### config.mk
export PLATFORM = sky130hd
export DESIGN_NAME = conv_window_fetch
export DESIGN_NICKNAME = d
export VERILOG_FILES = /design/src/rtl/conv_window_feeder_pkg.sv /design/src/rtl/conv_window_fetch.sv
export SDC_FILE = /design/constraint.sdc
export NUM_CORES = 1
export LEC_CHECK = 0
export BUFFER_PORTS_ARGS = -buffer_cell sky130_fd_sc_hd__buf_2
export CAP_MARGIN = 20
export CORE_MARGIN = 2
export CORE_UTILIZATION = 42
export CTS_BUF_LIST = sky130_fd_sc_hd__clkbuf_4 sky130_fd_sc_hd__clkbuf_8
export DETAILED_ROUTE_END_ITERATION = 16
export GPL_TIMING_DRIVEN = 0
export PLACE_DENSITY = 0.73
export SLEW_MARGIN = 10
export SYNTH_ARGS = -nofsm -noshare
export SYNTH_HDL_FRONTEND = slang
export SYNTH_SLANG_ARGS = --single-unit
### constraint.sdc
create_clock -name clk -period 8.1 [get_ports clk]
set_input_delay 0.81 -clock clk [delete_from_list [all_inputs] [get_ports clk]]
set_output_delay 0.81 -clock clk [all_outputs]
set_load 0.1 [all_outputs]
### src/rtl/conv_window_feeder_pkg.sv
// Shared constants, FSM state type and the OFM saturation helper for the convolve window feeder.
package conv_pkg;
  localparam int IMG_DIM = 28;
  localparam int K       = 5;
  localparam int PAD     = 2;
  localparam int N_CHN   = 3;
  localparam int PIX_W   = 3;
  localparam int RES_W   = 8;
  localparam int WIN_PIX = K*K;
  localparam int WIN_W   = WIN_PIX*PIX_W;
  localparam int IFM_AW  = 12;
  localparam int OFM_AW  = 10;
  localparam int ACC_W   = 10;
  localparam int CHN_W   = 2;
  localparam int CRD_W   = 5;
  localparam int SLOT_W  = 5;

  typedef enum logic [2:0] {
    S_IDLE, S_FETCH, S_HS_HIGH, S_HS_LOW, S_WRITE, S_DONE
  } feeder_state_e;

  function automatic logic [RES_W-1:0] sat8(input logic [ACC_W-1:0] a);
    return (a > ACC_W'(255)) ? 8'hFF : a[RES_W-1:0];
  endfunction
endpackage

### src/rtl/conv_window_fetch.sv
// Gathers one zero-padded 5x5 window for (row,col,chn): 25 issue cycles plus one drain cycle.
module conv_window_fetch
  import conv_pkg::*;
(
  input  logic              clk,
  input  logic              rst_n,
  input  logic              start_fetch_i,
  input  logic [CRD_W-1:0]  row_i,
  input  logic [CRD_W-1:0]  col_i,
  input  logic [CHN_W-1:0]  chn_i,
  input  logic [PIX_W-1:0]  ifm_rdata_i,
  output logic              ifm_re_o,
  output logic [IFM_AW-1:0] ifm_addr_o,
  output logic              fetch_done_o,
  output logic [WIN_W-1:0]  window_o
);
  logic                           active_q, fill_q;
  logic [2:0]                     i_q, j_q;
  logic [SLOT_W-1:0]              slot_q, fill_slot_q;
  logic [WIN_PIX-1:0][PIX_W-1:0]  win_q;
  logic signed [CRD_W+1:0]        r_s, c_s;
  logic                           issue, in_rng;

  assign r_s    = $signed({2'b00, row_i}) + $signed({4'b0000, i_q}) - $signed(7'(PAD));
  assign c_s    = $signed({2'b00, col_i}) + $signed({4'b0000, j_q}) - $signed(7'(PAD));
  assign in_rng = (r_s >= 7'sd0) && (r_s < $signed(7'(IMG_DIM))) &&
                  (c_s >= 7'sd0) && (c_s < $signed(7'(IMG_DIM)));
  assign issue        = active_q && (slot_q < SLOT_W'(WIN_PIX));
  assign ifm_re_o     = issue && in_rng;
  assign fetch_done_o = active_q && (slot_q == SLOT_W'(WIN_PIX));
  assign ifm_addr_o   = ifm_re_o ? (IFM_AW'(chn_i) * IFM_AW'(IMG_DIM*IMG_DIM) +
                                    IFM_AW'(r_s[CRD_W-1:0]) * IFM_AW'(IMG_DIM) +
                                    IFM_AW'(c_s[CRD_W-1:0])) : '0;
  assign window_o     = win_q;

  // Slot k lives in element 24-k so that slot 0 lands in the window MSBs.
  always_ff @(posedge clk or negedge rst_n) begin
    if (!rst_n) begin
      active_q    <= 1'b0;
      fill_q      <= 1'b0;
      i_q         <= '0;
      j_q         <= '0;
      slot_q      <= '0;
      fill_slot_q <= '0;
      win_q       <= '0;
    end else begin
      fill_q      <= ifm_re_o;
      fill_slot_q <= slot_q;
      if (fill_q)
        win_q[SLOT_W'(WIN_PIX-1) - fill_slot_q] <= ifm_rdata_i;
      if (issue && !in_rng)
        win_q[SLOT_W'(WIN_PIX-1) - slot_q] <= '0;
      if (start_fetch_i) begin
        active_q <= 1'b1;
        slot_q   <= '0;
        i_q      <= '0;
        j_q      <= '0;
      end else if (active_q) begin
        if (fetch_done_o) begin
          active_q <= 1'b0;
        end else begin
          slot_q <= slot_q + SLOT_W'(1);
          if (j_q == 3'(K-1)) begin
            j_q <= '0;
            i_q <= i_q + 3'd1;
          end else begin
            j_q <= j_q + 3'd1;
          end
        end
      end
    end
  end
endmodule

### Word-level counts from Yosys, hierarchy flattened

Index checks and enable logic that the tools add are counted.

| cells by class | value |
|---|---|
| magnitude comparators | 9 |
| shift-type cells | 0 |
| bitwise logic cells | 2 |
| $mul | 2 |
| reductions and logical operators | 14 |
| eq/ne operators | 3 |
| div/mod/pow operators | 0 |
| multiplexer cells | 22 |
| add/sub/neg operators | 11 |

Operators with widths:

| kind | number |
|---|---|
| $mux W75 | 2 |
| $and A75 B75 Y75 | 1 |
| $bwmux W75 | 1 |
| $not A75 Y75 | 1 |
| $demux W3 S5 | 2 |
| $mux W3 | 10 |
| $mux W5 | 3 |
| $ge A7 B1 Y1 const B | 2 |
| $lt A7 B6 Y1 const B | 2 |
| $sub A6 B2 Y7 const B | 2 |
| $add A12 B10 Y12 | 1 |
| $add A12 B5 Y12 | 1 |
| $add A5 B3 Y6 | 2 |
| $lt A5 B6 Y1 const B | 2 |
| $mux W12 | 1 |
| $ge A5 B1 Y1 const B | 2 |
| $sub A5 B5 Y5 const A | 2 |
| $logic_and A1 B1 Y1 | 9 |
| $mul A2 B6 Y8 const B | 1 |
| $mul A5 B3 Y8 const B | 1 |
| $add A3 B1 Y3 const B | 2 |
| $add A5 B1 Y5 const B | 1 |
| $eq A5 B5 Y1 const B | 1 |
| $lt A5 B5 Y1 const B | 1 |
| 7 further kinds | 10 |

| word-level totals | value |
|---|---|
| latch bits | 0 |
| memories | 0 |
| output and inout port bits | 89 |
| word-level logic and storage cells | 94 |
| bits of input ports | 18 |
| RAM bits | 0 |
| bits in read-only memories | 0 |
| bits in registers | 93 |

### Depth between registers and ports, before layout

Gate-level depths: netlist (run 1).

| logic depth | value |
|---|---|
| depth after elaboration | 9 |
| mapped depth | 22 |
| mapped depth without buffers | 22 |

### Least setup slack after synthesis (run 1)

No wires, ideal clock.

| path | value |
|---|---|
| path kind | input to output |
| start | in row_i[1] |
| end | out ifm_addr_o[10] |
| buffers on the path | 0 |
| slack | 1.191 ns |
| cell stages on the path | 19 |
| data required time | 7.290 ns |
| arrival time | 6.099 ns |
| cells stage by stage | inv_1 > ha_1 > inv_1 > ha_1 > fa_1 > inv_1 > fa_1 > inv_1 > ha_1 > inv_1 > fa_1 > inv_1 > ha_1 > ha_1 > o21ai_0 > o21ba_2 > a211oi_1 > nor3_1 > nor4b_2 |

| between the ends | value |
|---|---|
| cells in the longest elaborated chain, start to end | 8 |
| elaborated cells between the ends (all ways) | 12 |
| those cells by class | 4 x add/sub; 1 x mul; 2 x order compare; 1 x mux; 4 x reduce/logical |

RTL lines:

| element | RTL line | RTL |
|---|---|---|
| start, declared | conv_window_fetch.sv:8 | `input logic [CRD_W-1:0] row_i,` |
| $add A5 B3 Y6 * | conv_window_fetch.sv:24 | `assign r_s = $signed({2'b00, row_i}) + $signed({4'b0000, i_q}) - $signed(7'(PAD));` |
| $sub A6 B2 Y7 * | conv_window_fetch.sv:24 |  |
| parallel branches: the longest is 5 deep, another holds $add A12 B10 Y12 | - |  |
| $mux W12 * | conv_window_fetch.sv:31 | `assign ifm_addr_o = ifm_re_o ? (IFM_AW'(chn_i) * IFM_AW'(IMG_DIM*IMG_DIM) +` |
| end, declared | conv_window_fetch.sv:13 | `output logic [IFM_AW-1:0] ifm_addr_o,` |

Every way passes the cells marked *.

### Final worst setup path (run 1)

| path | value |
|---|---|
| start | in row_i[1] |
| end | out ifm_addr_o[11] |

The elaborated chain is that of the path after synthesis.

==> results of run 1 <==
## flip-flops by register name, summed over array words and instances (netlist names)
name / cells
window_o: 75
fill_slot_q: 5
slot_q: 5
i_q: 3
j_q: 3
active_q: 1
fill_q: 1
## worst register-to-register path: cells and delay by family, from the launching register on
family          cells  cell delay, ns
mux                 1            0.81
simple gates        2            0.64
flops               1            0.41
buf+inv             3            0.48
compound gates      2            0.60
fa+ha+maj           2            0.57
## per-layer routing
| metal | up-vias | global-route usage [%] |
|---|---|---|
| met1 | 2793 | 28.2 |
| met3 | 31 | 4.95 |
| met5 | - | 0 |
| li1 | 2744 | - |
| met2 | 175 | 32.9 |
| met4 | 0 | 6.53 |
## how the worst max path moves through the flow
stage | start | to | depth (start not counted)
detailed placement | row_i[1] | ifm_addr_o[11] | 20
global placement | row_i[1] | ifm_addr_o[11] | 20
finish | row_i[1] | ifm_addr_o[11] | 20
CTS | row_i[1] | ifm_addr_o[11] | 20
floorplan | row_i[1] | ifm_addr_o[10] | 19
global route | row_i[1] | ifm_addr_o[11] | 20
## logic make-up after synthesis
group                      synth area share [%]
adders and majority gates                  10.7
xor gates and xnor gates                   2.96
buffers and inverters                      6.00
DFF                                        35.8
muxes                                      13.1
AOI/OAI and AO/OA                          14.5
and+or+nand+nor                            17.0
## Yosys cell counts, drive strengths merged, types with 3 or more instances
library cell    n  share of area (%)
nand2          29                1.8
dfrtp          93                 36
mux2i          23                3.5
clkbuf         33                1.9
or3             3               0.29
nor3b           5               0.65
nand4b          3               0.40
nor3           34                3.3
xnor2          14                1.9
fa              8                2.5
a21o            6               0.69
xor2            8                1.1
nor2b           6               0.58
buf            11                1.3
nand2b          5               0.48
a211oi          9                1.0
ha             43                8.3
nor2           26                1.5
o21ai         112                8.6
nand3          62                4.8
a21oi          23                1.8
inv            49                2.8
nor4bb          4               0.62
nand3b          3               0.35
nand4           7               0.67
and3b           4               0.54
mux2           55                9.5
## where the power goes
part	total, mW	internal [mW]	switching [mW]
clock	0.363	0.184	0.179
combinational	1.93	0.437	1.50
sequential	0.672	0.592	0.0795
## final cells by class
class,count,area (um^2),area share [%]
multi-input combinational,515,3790,50.3
sequential,93,2330,30.9
timing repair buffer,107,561,7.44
tap,188,235,3.12
buffer,44,206,2.74
inverter,49,184,2.44
clock buffer,10,138,1.83
clock inverter,6,92.6,1.23
==> results by group, run 1 <==
Routing
  – DR WL met2: 8080 um
  – Met1 wire length: 7560 um
  – Drt total wl: 17100 um
  – DR top layer: met4
  – Vias per inst: 5.67
  – DRC: 0
  – Initial DRC count: 488
  – Wirelength per Cell: 16.9 um
  – Via count: 5743
  – Post-route ant nets: 0
  – First-pass DRT Iterations: 5
  – Met3 Wirelength: 1080 um

Placement
  – Final Wtd Congestion: 0.903
  – Dpl ws: 1.44 ns
  – PortBufs: 106
  – Placed Cells: 996
  – Detail Placement HPWL: 12700 um
  – Placed inst area: 7300 um^2

Worst setup path
  – Worst path required time: 7.29 ns
  – CP peak stage delay: 0.51 ns
  – Slowest CP cell: fa_1
  – Reg2Reg Depth: 10
  – Reg2reg start: j_q[2]$_DFFE_PN0P_
  – Worst path cell trace: buf_2, inv_1, ha_1, inv_1, ha_1, fa_1, xor2_1, fa_1, ha_1, a21oi_1, a21bo_2, a21oi_1, ha_1, ha_1, and2_1, a31o_2, o221a_2, o311ai_0, nor3b_2, buf_2
  – Crit path max fanout: 6
  – Worst Path Arrival: 5.86 ns
  – CP delay by family, top: adder cells
  – CP Capture Type: output pin
  – Reg2reg end: fill_q$_DFF_PN0_
  – Worst setup path category: input pin to output pin
  – CP startpoint kind: input pin
  – Cell mode on critical path: ha_1
  – Worst path buffer plus inverter count: 4
  – R2R Setup Slk: 4.51 ns

Global routing
  – Largest net degree at the start of global routing: 55
  – Vias in the first global route: 5331
  – Total grt overflow: 0
  – First-pass GRT wire length: 27100 um
  – Initial antenna violation count: 0
  – GR Util All Layers: 20.8%

Layout
  – Ant diodes: 0
  – Nets: 888
  – Most common cell after layout, fill and taps aside: buf_2
  – Post-layout util: 49.7%
  – Design area: 7530 um^2
  – Syn-to-layout area delta: 15.8%
  – Most frequent cells in the layout: 107 x buf_2, 93 x o21ai_0, 93 x dfrtp_1
  – Final cell count without fillers: 1012
  – Share of post-route cells with drive strength above 1: 24.8%
  – Filler cell count: 1386

Yosys
  – Ys Warns: 0
  – Mapped Area: 6510 um^2
  – Sequential element share of the synthesized area: 35.8%
  – Mapped Nets: 770
  – Yosys reg bits: 93
  – Number of flops mapped to enable cells by yosys: 0
  – Post-synth top flop: dfrtp_1
  – Async S/R FF share, synth: 100%
  – Mapped Cells: 701
  – Syn avg cell area: 9.28 um^2
  – Count of cell types in the netlist: 55

CTS
  – CTS tree: yes
  – Resized Gates After CTS: 0
  – Maximum root-to-sink buffer count: 2
  – Hold buffer count at CTS: 0
  – H-tree depth: 3
  – Clock transition at the registers of the reported paths: 0.09 ns
  – Sink Count: 93
  – Number of setup buffers added after CTS: 0
  – Clk root buf: clkbuf_8
  – Total clock buffers created by CTS: 9
  – Clk_lat worst skew: 0.38 ns

Timing
  – Final Max Slew Viols: 0
  – Setup violators final: 0
  – Fin Setup TNS: 0 ns
  – Worst Tran Pin Value: 0.969 ns
  – RSZ-0062 raised after global routing: no
  – F_max: 0.150 GHz
  – Final Skew: 0.0121 ns
  – Fin. Hold Viols: 0
  – Hold_ws: 0.396 ns
  – Final Worst Setup Slack: 1.43 ns
  – Tmin final: 6.67 ns
  – Period utilization: 82.3%
  – Worst slew margin: 34.9%

Worst hold path
  – Worst Hold Depth: 0
  – Hold_sp: slot_q[4]$_DFFE_PN0P_
  – Hold Path Class: flip-flop to flip-flop
  – Worst Hold End: fill_slot_q[4]$_DFF_PN0_

Pwr
  – VDD IR max: 0.000251 V
  – Total Power: 2.97 mW
  – Leakage power figure: 3.58 nW
  – Power per cell area: 394 nW/um^2

Floorplan
  – Effective utilization at floorplan: 43.0%
  – Die Span Y: 128 um
  – Die W: 128 um
  – # rows: 45
  – Top Ports: 107
  – Total die area: 16500 um^2
  – Core area: 15100 um^2

Status
  – Status: completed

Job
  – Max-Cap Viols: 0
Power figures use the tool's default switching activity.
==> run 2, diff against run 1 <==
- PLACE_DENSITY: 0.73 -> 0.76
- clock period: 8.1 -> 6.04 ns (I/O delays scaled with it)
==> results by group, run 2 (synthesized netlist as in run 1, its figures left out) <==
Worst setup path
  – Worst path cell trace: inv_1, ha_1, inv_1, ha_1, a21o_1, a21oi_4, xnor2_2, inv_1, fa_1, ha_4, nand3_2, a21bo_2, a21oi_2, ha_1, ha_1, and2_1, a31o_2, o221a_2, o311ai_0, nor3b_4, buf_12
  – Worst Path Arrival: 5.21 ns
  – Worst path buffer plus inverter count: 4
  – Crit path max fanout: 4
  – Worst path required time: 5.44 ns
  – CP peak stage delay: 0.49 ns
  – Worst setup path category: flip-flop to output pin
  – CP delay by family, top: adder cells
  – Slowest CP cell: fa_1
  – CP startpoint kind: flip-flop
  – Cell mode on critical path: ha_1
  – CP Capture Type: output pin

Layout
  – Nets: 889
  – Post-layout util: 50.3%
  – Design area: 7620 um^2
  – Sequential cell area: 2330 um^2
  – Filler cell count: 1367
  – Final cell count without fillers: 1012
  – Multi-input gate area: 3880 um^2
  – Most frequent cells in the layout: 105 x buf_2, 93 x o21ai_0, 93 x dfrtp_1
  – Number of flip-flops in the largest register: 75
  – Share of post-route cells with drive strength above 1: 25.8%
  – Most common cell after layout, fill and taps aside: buf_2
  – Syn-to-layout area delta: 17.1%
  – Ant diodes: 0

Floorplan
  – Effective utilization at floorplan: 43.0%
  – # rows: 45
  – Die W: 128 um
  – Total die area: 16500 um^2
  – Core area: 15100 um^2
  – Top Ports: 107
  – Die Span Y: 128 um

Global routing
  – Largest net degree at the start of global routing: 51
  – First-pass GRT wire length: 26900 um
  – M2 GR Usage: 33.5%
  – Total grt overflow: 0
  – GRT busiest layer: met2
  – Met1 Resource Use GR: 26.5%
  – Vias in the first global route: 5370
  – GR Util All Layers: 20.6%
  – Met3 Track Usage GR: 5.07%
  – Initial antenna violation count: 0

Routing
  – DRC: 0
  – Wirelength per Cell: 17.1 um
  – Initial DRC count: 447
  – Vias per inst: 5.74
  – Post-route ant nets: 0
  – Via count: 5807
  – First-pass DRT Iterations: 5
  – Drt total wl: 17300 um

Pwr
  – Power per cell area: 521 nW/um^2
  – NetSw: 2.36 mW
  – Sw Share: 59.6%
  – VDD IR max: 0.000397 V
  – Clock network fraction of design power: 10.7%
  – Total Power: 3.97 mW
  – Seq pwr share: 22.8%
  – Leakage power figure: 3.59 nW
  – Pint: 1.60 mW
  – Logic pwr share: 66.5%

Timing
  – Final Skew: 0.00866 ns
  – Worst slew margin: 31.1%
  – Final Max Slew Viols: 0
  – F_max: 0.172 GHz
  – Period utilization: 96.2%
  – Setup violators final: 0
  – Tmin final: 5.81 ns
  – Fin Setup TNS: 0 ns
  – Fin. Hold Viols: 0
  – Worst Tran Pin Value: 1.00 ns
  – Hold_ws: 0.232 ns
  – RSZ-0062 raised after global routing: yes
  – Final Worst Setup Slack: 0.227 ns

Placement
  – Placed Cells: 996
  – Detail Placement HPWL: 12800 um
  – PortBufs: 106
  – Final Wtd Congestion: 0.866
  – Dpl ws: -0.290 ns
  – Placed inst area: 7330 um^2

CTS
  – Total clock buffers created by CTS: 9
  – Clock transition at the registers of the reported paths: 0.09 ns
  – Maximum root-to-sink buffer count: 2
  – CTS tree: yes
  – Sink Count: 93
  – Clk root buf: clkbuf_8
  – Hold buffer count at CTS: 0
  – H-tree depth: 3
  – Clk_lat worst skew: 0.36 ns

Job
  – Max-Cap Viols: 0

Status
  – Status: completed

Worst hold path
  – Hold Path Class: input pin to asynchronous set/reset pin
run 2: cell type report:
| type | instances | area share, % |
|---|---|---|
| inverters | 49 | 2.41 |
| plain buffers | 44 | 2.71 |
| flip-flops and latches | 93 | 30.6 |
| clock inverters | 5 | 0.789 |
| multi-input cells | 515 | 50.9 |
| well taps | 188 | 3.09 |
| repair buffers | 108 | 7.69 |
| clock buffers | 10 | 1.81 |
run 2: routing by layer:
metal / vias up / part of all wire [%]
li1: 2727 / -
met1: 2817 / 42
met2: 220 / 48
met3: 43 / 6.9
met4: 0 / 3.1
met5: - / 0
run 2: path summary, 6_finish.rpt:
kind / startpoint / end / slack (ns) / cells past startpoint
max: i_q[2]$_DFFE_PN0P_ / ifm_addr_o[11] / 0.23 / 21
min reg2reg: slot_q[4]$_DFFE_PN0P_ / fill_slot_q[4]$_DFF_PN0_ / 0.37 / 0
min in group clk: slot_q[4]$_DFFE_PN0P_ / fill_slot_q[4]$_DFF_PN0_ / 0.37 / 0
max reg2reg: j_q[2]$_DFFE_PN0P_ / fill_q$_DFF_PN0_ / 2.09 / 10
max in group asynchronous: rst_n / slot_q[4]$_DFFE_PN0P_ / 5.16 / 2
min: rst_n / window_o[39]$_DFF_PN0_ / 0.23 / 1
run 2: what timing repair did:
action	4_1_cts	5_1_grt
setup buffers	0	1
endpoints found under the setup margin	2	2
resized for setup	8	9
pin swaps	1	4
hold endpoints to repair	0	0
run 2: power by group through the flow:
stage          sequential [mW]  clock (mW)  combinational, mW
6_report                 0.904       0.424               2.64
3_5_place_dp             0.915           0               2.60
4_1_cts                  0.902       0.428               2.61
2_1_floorplan             2.11           0              0.970
3_3_place_gp             0.910           0               2.56
5_1_grt                  0.920       0.451               2.79
